$ cat config.mk
export PLATFORM = sky130hd
export DESIGN_NAME = grid_paint_ctrl_flat
export DESIGN_NICKNAME = d
export VERILOG_FILES = /design/src/rtl/grid_paint_ctrl_if.sv /design/src/rtl/grid_paint_ctrl.sv /design/src/flat_wrapper.sv
export SDC_FILE = /design/constraint.sdc
export NUM_CORES = 1
export LEC_CHECK = 0
export BUFFER_PORTS_ARGS = -buffer_cell sky130_fd_sc_hd__buf_4
export CAP_MARGIN = 20
export CORE_MARGIN = 2
export CORE_UTILIZATION = 58
export DETAILED_ROUTE_END_ITERATION = 8
export PLACE_DENSITY = 0.77
export SYNTH_ARGS = -nofsm -noshare
export SYNTH_HDL_FRONTEND = slang
export SYNTH_SLANG_ARGS = --single-unit
export TNS_END_PERCENT = 100
$ cat constraint.sdc
create_clock -name clk -period 5.6 [get_ports clk]
set_input_delay 0.84 -clock clk [delete_from_list [all_inputs] [get_ports clk]]
set_output_delay 0.84 -clock clk [all_outputs]
set_load 0.1 [all_outputs]
$ cat src/rtl/grid_paint_ctrl_if.sv
// -----------------------------------------------------------------------------
// grid_paint_ctrl_if
//   Signal bundle between grid_paint_ctrl and its neighbours. It carries the
//   keypad key strobe and handshake, the VGA synchronous read port, and the
//   status outputs that drive the 7-seg display.
//   master : keypad scanner / VGA renderer side (drives keys and rd_addr)
//   slave  : grid_paint_ctrl side
// -----------------------------------------------------------------------------
interface grid_paint_ctrl_if #(
  parameter int ADDR_W     = 4,
  parameter int COLOR_BITS = 3
);
  logic                  key_valid;
  logic [3:0]            key_code;
  logic                  key_ready;
  logic [ADDR_W-1:0]     rd_addr;
  logic [COLOR_BITS-1:0] rd_data;
  logic [ADDR_W-1:0]     cursor_addr;
  logic [COLOR_BITS-1:0] cur_color;
  logic                  busy;
  logic                  wr_event;

  modport master (
    output key_valid, key_code, rd_addr,
    input  key_ready, rd_data, cursor_addr, cur_color, busy, wr_event
  );

  modport slave (
    input  key_valid, key_code, rd_addr,
    output key_ready, rd_data, cursor_addr, cur_color, busy, wr_event
  );
endinterface

$ cat src/rtl/grid_paint_ctrl.sv
// -----------------------------------------------------------------------------
// grid_paint_ctrl
//   This is a keypad-driven editor for a GRID_W x GRID_H array of colour cells.
//   - After reset, the controller clears every cell to 0. Keys are taken only
//     in IDLE.
//   - Keys move the cursor. The cursor wraps on each axis and does not carry
//     between axes.
//   - Keys step the current colour, which wraps modulo 2^COLOR_BITS.
//   - Keys paint or erase the cell under the cursor.
//   - The VGA side reads cells through an independent read-first port with
//     one cycle of latency.
//   Optional feature macro: GRID_FILL_EN. When it is defined, key 0xF fills
//   every cell with the current colour.
// -----------------------------------------------------------------------------
module grid_paint_ctrl #(
  parameter int GRID_W     = 4,
  parameter int GRID_H     = 4,
  parameter int COLOR_BITS = 3
) (
  input logic               clk,
  input logic               rst,
  grid_paint_ctrl_if.slave  bus
);
  localparam int N_CELLS = GRID_W * GRID_H;
  localparam int ADDR_W  = $clog2(N_CELLS);
  localparam int X_W     = $clog2(GRID_W);
  localparam int Y_W     = $clog2(GRID_H);

  localparam logic [ADDR_W-1:0]     LAST_CELL = ADDR_W'(N_CELLS - 1);
  localparam logic [X_W-1:0]        X_MAX     = X_W'(GRID_W - 1);
  localparam logic [Y_W-1:0]        Y_MAX     = Y_W'(GRID_H - 1);
  localparam logic [COLOR_BITS-1:0] COLOR_RST = COLOR_BITS'(1);

  localparam logic [3:0] KEY_UP     = 4'h2;
  localparam logic [3:0] KEY_DOWN   = 4'h8;
  localparam logic [3:0] KEY_LEFT   = 4'h4;
  localparam logic [3:0] KEY_RIGHT  = 4'h6;
  localparam logic [3:0] KEY_PAINT  = 4'h5;
  localparam logic [3:0] KEY_ERASE  = 4'hC;
  localparam logic [3:0] KEY_COL_DN = 4'hA;
  localparam logic [3:0] KEY_COL_UP = 4'hB;
`ifdef GRID_FILL_EN
  localparam logic [3:0] KEY_FILL   = 4'hF;
`endif

  typedef enum logic [1:0] {
    S_CLEAR,
`ifdef GRID_FILL_EN
    S_FILL,
`endif
    S_IDLE
  } state_t;

  state_t                r_state, w_next_state;
  logic [ADDR_W-1:0]     r_ptr, w_ptr_next;       // shared CLEAR/FILL sweep pointer
  logic [X_W-1:0]        r_x, w_x_next;
  logic [Y_W-1:0]        r_y, w_y_next;
  logic [COLOR_BITS-1:0] r_color, w_color_next;
  logic                  r_wr_event, w_wr_event_next;
  logic [COLOR_BITS-1:0] r_rd_data;
  logic [COLOR_BITS-1:0] r_mem [N_CELLS];

  logic                  w_we;
  logic [ADDR_W-1:0]     w_waddr;
  logic [COLOR_BITS-1:0] w_wdata;
  logic [ADDR_W-1:0]     w_cursor_addr;

  // The cursor cell is stored in row-major order.
  assign w_cursor_addr = ADDR_W'(r_y) * ADDR_W'(GRID_W) + ADDR_W'(r_x);

  // State register. Reset always restarts a full CLEAR, even mid-sequence.
  // NOTE: clocked state uses non-blocking (<=) so every flop samples pre-edge values.
  always_ff @(posedge clk or posedge rst) begin
    if (rst) r_state <= S_CLEAR;
    else     r_state <= w_next_state;
  end

  // Next-state logic, key decode and the single memory write port.
  // NOTE: every signal gets a default first, so no path leaves one unassigned (no latch).
  always_comb begin
    w_next_state    = r_state;
    w_ptr_next      = r_ptr;
    w_x_next        = r_x;
    w_y_next        = r_y;
    w_color_next    = r_color;
    w_wr_event_next = 1'b0;
    w_we            = 1'b0;
    w_waddr         = r_ptr;
    w_wdata         = '0;

    case (r_state)
      S_CLEAR: begin
        w_we = 1'b1;
        if (r_ptr == LAST_CELL) begin
          w_ptr_next   = '0;
          w_next_state = S_IDLE;
        end else begin
          w_ptr_next = r_ptr + ADDR_W'(1);
        end
      end

      S_IDLE: begin
        if (bus.key_valid) begin
          case (bus.key_code)
            KEY_UP:     w_y_next = (r_y == '0)    ? Y_MAX : r_y - Y_W'(1);
            KEY_DOWN:   w_y_next = (r_y == Y_MAX) ? '0    : r_y + Y_W'(1);
            KEY_LEFT:   w_x_next = (r_x == '0)    ? X_MAX : r_x - X_W'(1);
            KEY_RIGHT:  w_x_next = (r_x == X_MAX) ? '0    : r_x + X_W'(1);
            KEY_COL_DN: w_color_next = r_color - COLOR_BITS'(1);
            KEY_COL_UP: w_color_next = r_color + COLOR_BITS'(1);
            KEY_PAINT: begin
              w_we            = 1'b1;
              w_waddr         = w_cursor_addr;
              w_wdata         = r_color;
              w_wr_event_next = 1'b1;
            end
            KEY_ERASE: begin
              w_we            = 1'b1;
              w_waddr         = w_cursor_addr;
              w_wr_event_next = 1'b1;
            end
`ifdef GRID_FILL_EN
            KEY_FILL: begin
              w_ptr_next   = '0;
              w_next_state = S_FILL;
            end
`endif
            default: ;
          endcase
        end
      end

`ifdef GRID_FILL_EN
      // Keys are dropped during FILL, so r_color holds the colour that was
      // current when 0xF was accepted.
      S_FILL: begin
        w_we    = 1'b1;
        w_wdata = r_color;
        if (r_ptr == LAST_CELL) begin
          w_ptr_next      = '0;
          w_next_state    = S_IDLE;
          w_wr_event_next = 1'b1;
        end else begin
          w_ptr_next = r_ptr + ADDR_W'(1);
        end
      end
`endif

      default: w_next_state = S_CLEAR;
    endcase
  end

  // Datapath registers: sweep pointer, cursor, colour and edit pulse.
  always_ff @(posedge clk or posedge rst) begin
    if (rst) begin
      r_ptr      <= '0;
      r_x        <= '0;
      r_y        <= '0;
      r_color    <= COLOR_RST;
      r_wr_event <= 1'b0;
    end else begin
      r_ptr      <= w_ptr_next;
      r_x        <= w_x_next;
      r_y        <= w_y_next;
      r_color    <= w_color_next;
      r_wr_event <= w_wr_event_next;
    end
  end

  // Cell storage write port.
  // NOTE: the array has no reset; the CLEAR sweep zeroes it, which keeps it mappable to RAM.
  always_ff @(posedge clk) begin
    if (w_we) r_mem[w_waddr] <= w_wdata;
  end

  // VGA read port. It is read-first, so a write in the same cycle shows up on
  // the next read. Out-of-range addresses read as 0.
  always_ff @(posedge clk or posedge rst) begin
    if (rst)                                r_rd_data <= '0;
    else if (32'(bus.rd_addr) < N_CELLS)    r_rd_data <= r_mem[bus.rd_addr];
    else                                    r_rd_data <= '0;
  end

  assign bus.key_ready   = (r_state == S_IDLE);
  assign bus.busy        = (r_state != S_IDLE);
  assign bus.cursor_addr = w_cursor_addr;
  assign bus.cur_color   = r_color;
  assign bus.wr_event    = r_wr_event;
  assign bus.rd_data     = r_rd_data;
endmodule

$ cat src/flat_wrapper.sv
// flat-port wrapper written by rule: the top's interface ports become plain ports
module grid_paint_ctrl_flat 
#(
  parameter int GRID_W     = 4,
  parameter int GRID_H     = 4,
  parameter int COLOR_BITS = 3
)
  (clk, rst, bus_key_valid, bus_key_code, bus_rd_addr, bus_key_ready, bus_rd_data, bus_cursor_addr, bus_cur_color, bus_busy, bus_wr_event);
  grid_paint_ctrl_if #(.ADDR_W((4)), .COLOR_BITS(COLOR_BITS)) bus_i ();
  input logic clk;
  input logic rst;
  input wire logic [$bits(bus_i.key_valid)-1:0] bus_key_valid;
  input wire logic [$bits(bus_i.key_code)-1:0] bus_key_code;
  input wire logic [$bits(bus_i.rd_addr)-1:0] bus_rd_addr;
  output wire logic [$bits(bus_i.key_ready)-1:0] bus_key_ready;
  output wire logic [$bits(bus_i.rd_data)-1:0] bus_rd_data;
  output wire logic [$bits(bus_i.cursor_addr)-1:0] bus_cursor_addr;
  output wire logic [$bits(bus_i.cur_color)-1:0] bus_cur_color;
  output wire logic [$bits(bus_i.busy)-1:0] bus_busy;
  output wire logic [$bits(bus_i.wr_event)-1:0] bus_wr_event;
  assign bus_i.key_valid = bus_key_valid;
  assign bus_i.key_code = bus_key_code;
  assign bus_i.rd_addr = bus_rd_addr;
  assign bus_key_ready = bus_i.key_ready;
  assign bus_rd_data = bus_i.rd_data;
  assign bus_cursor_addr = bus_i.cursor_addr;
  assign bus_cur_color = bus_i.cur_color;
  assign bus_busy = bus_i.busy;
  assign bus_wr_event = bus_i.wr_event;
  grid_paint_ctrl #(.GRID_W(GRID_W), .GRID_H(GRID_H), .COLOR_BITS(COLOR_BITS)) u_core (.clk(clk), .rst(rst), .bus(bus_i));
endmodule
==> flow_summary.toml <==
[floorplanning]
die_w_um = 77.85
start_util_pct = 61.15
fp.dieH_um = 77.85
rows = 26
design.die.area_sq_um = 6060
design.core.area_sq_um = 5172
num_io_pins = 24

[worst_setup_path]
cp_data_required_time_ps = 5600
crit_start = "bus_key_code[0]"
reg2reg_depth = 3
endpoint = "u_core.r_mem[11][1]"
end_kind = "flip-flop"
crit_type = "in -> reg"
startpoint_type = "primary input"
critical_path_arrival_ps = 2720
rrSetupSlack_ps = 3320
crit_fanout = 16
rr_endpoint = "u_core.r_mem[13][1]"
worstReg2RegStart = "u_core.r_state[0]"

[grt]
grt_pass1_vias = 1896
gr-usage-all-layers_pct = 22.46
grt.overflow.total = 0
grt_max_degree = 25
grt_first_pass_wirelength_um = 9873
antenna_found_initial = 0

[logic_synthesis]
synthXorXnorAreaFrac_pct = 2.492
synth_edf_count = 48
synth.most_common_cell = "edfxtp_1"
ys_ff_latch = 64
netlist_top_cells_area = "edfxtp_1 (46%), dfrtp_1 (12%), mux4_2 (8.5%)"
synth.area.mux_share_pct = 9.612
synth-simple-area-share_pct = 12.94
synth_commonest_cells = "edfxtp_1 (48), a21oi_1 (17), dfrtp_1 (15)"
synth_area_leader_cell = "edfxtp_1"
synthDistinctLibCells = 47
synthAdderAreaFrac_pct = 2.611
synthFlopType = "edfxtp_1"
yosysTopAreaCellShare_pct = 45.57
synth_area_sq_um = 3163
synthesis.nets = 249
yosysWarnings = 0
syn_inst = 232
synth_top_family_by_area = "simple AND/OR/NAND/NOR gates"
synth_compound_area_share_pct = 10.32
synthArstFlopShare_pct = 25.00
yosysSeqAreaShare_pct = 58.27
avgSynthCellArea_sq_um = 13.63

[pwr]
cellPowerDensity_nw_per_um2 = 395.0
seqPwrFrac_pct = 41.3
clkPwrFrac_pct = 29.8
totalPowerFinal_mw = 1.406
ir_worst_vdd_v = 0.0002841
internal_power_uw = 892.0
switchingPower_uw = 514.4
swShare_pct = 36.58
p_comb_share_pct = 28.8
leakage_nw = 1.217

[clock_network]
cts_num_sinks = 64
path_clk_slew_ps = 70
cts.path.max_buffers = 2
h-tree-depth = 3
clockRootBuffer = "clkbuf_8"
numCtsBuffers = 9
postCtsHoldBufs = 0
clkLatencyLatePin_ps = 340
cts_setup_buffers = 0
cts_tree = "built"
ctsResizeCount = 0

[sta]
worst_slack_ps = 2877
max_freq_mhz = 367.2
hold_slack_ps = 496.9
worst_slew_pin_slew_ps = 847.5
slew_headroom_pct = 43.50
finalHoldViolations = 0
tns_ps = 0
finalSetupViolCount = 0
finalCritPeriodShare_pct = 48.63
clock_skew_ps = 7.745
post-route-min-period_ps = 2723
slew_violations = 0
grt_setup_unrepaired = "false"

[run]
cap_violations = 0

[placement]
dp_hpwl_um = 4460
place_congestion = 0.7603
port_buffers = 23
dp_cells = 309
place_area_sq_um = 3349
place_ws_ps = 2558

[min_path]
hp-class = "reg -> reg"

[drt]
remaining_drc_errors = 0
routed_via_density = 6.258
ant_nets = 0
first_pass_iters = 5
via_count = 2034
wl_per_cell_um = 19.22
drt_iter0_drc = 264
wl_um = 6248

[cells_and_area]
final_nets = 267
fin_util_pct = 68.84
fin_cells = 325
area_growth_pct = 12.58
final_layout_size_suffix_gt1_share_pct = 23.53
finalInstanceArea_sq_um = 3561
antennaDiodeCount = 0

[status]
run_status = "completed"
-- layer usage --
metal | up-vias | track usage (%) | share of wire [%]
li1 | 947 | - | -
met1 | 1002 | 28.90 | 42
met2 | 74 | 35.26 | 50
met3 | 11 | 7.674 | 6.4
met4 | 0 | 8.750 | 1.7
met5 | - | 0 | 0
-- final cells by class --
cell class / instances / area [sq um]
tap: 70 / 87.58
fill: 367 / 1612
sequential: 64 / 1843
multi-input combinational: 143 / 1209
inverter: 8 / 30.03
timing repair buffer: 24 / 180.2
clock buffer: 10 / 127.6
clock inverter: 6 / 83.83
-- sequential cells by signal (all words and copies together) (netlist names) --
register and cells:
u_core.bus.cur_color 3, u_core.bus.rd_data 3, u_core.bus.wr_event 1, u_core.r_y 2, u_core.r_mem 48, u_core.r_state 1, u_core.r_ptr 4, u_core.r_x 2
-- cell usage in the layout (no fill, tap or decap), types with 4 or more instances in the layout --
master	n
edfxtp_1	48
buf_4	24
a21oi_1	17
dfrtp_1	15
mux4_2	12
nand2_1	10
nor2b_1	10
nand4_1	9
o211ai_1	9
clkbuf_8	9
inv_1	8
nor2_1	7
nand3_1	7
o2111ai_1	6
xor2_1	5
ha_1	5
xnor2_1	4
-- worst min path at each step --
stage / startpoint / endpoint / slack (ps) / cells past startpoint
after global routing: u_core.bus.cur_color[2] / u_core.bus.cur_color[2] / 530 / 1
after floorplan: u_core.r_ptr[1] / u_core.r_ptr[1] / 590 / 2
after detailed placement: u_core.bus.cur_color[2] / u_core.bus.cur_color[2] / 480 / 1
final: u_core.bus.cur_color[2] / u_core.bus.cur_color[2] / 500 / 1
after global placement: u_core.bus.cur_color[2] / u_core.bus.cur_color[2] / 500 / 1
after CTS: u_core.bus.cur_color[2] / u_core.bus.cur_color[2] / 500 / 1
-- critical path: stages --
cell     delay (ps)
buf_4           140
xor2_1          660
a41oi_2         560
a21oi_1         510
-- power groups by stage --
stage / clock network (mW) / registers, mW / logic (mW)
after floorplan: 0 / 0.777 / 0.131
after global placement: 0 / 0.591 / 0.400
after detailed placement: 0 / 0.592 / 0.408
after CTS: 0.425 / 0.583 / 0.408
after global routing: 0.449 / 0.589 / 0.430
final: 0.420 / 0.581 / 0.405
-- cell families after synthesis --
kind of cell	after synthesis
simple gates	65
flops	64
compound gates	48
buf+inv	25
mux	15
xor+xnor	9
fa+ha+maj	6
Note: power is estimated with default switching activity, not from simulation.
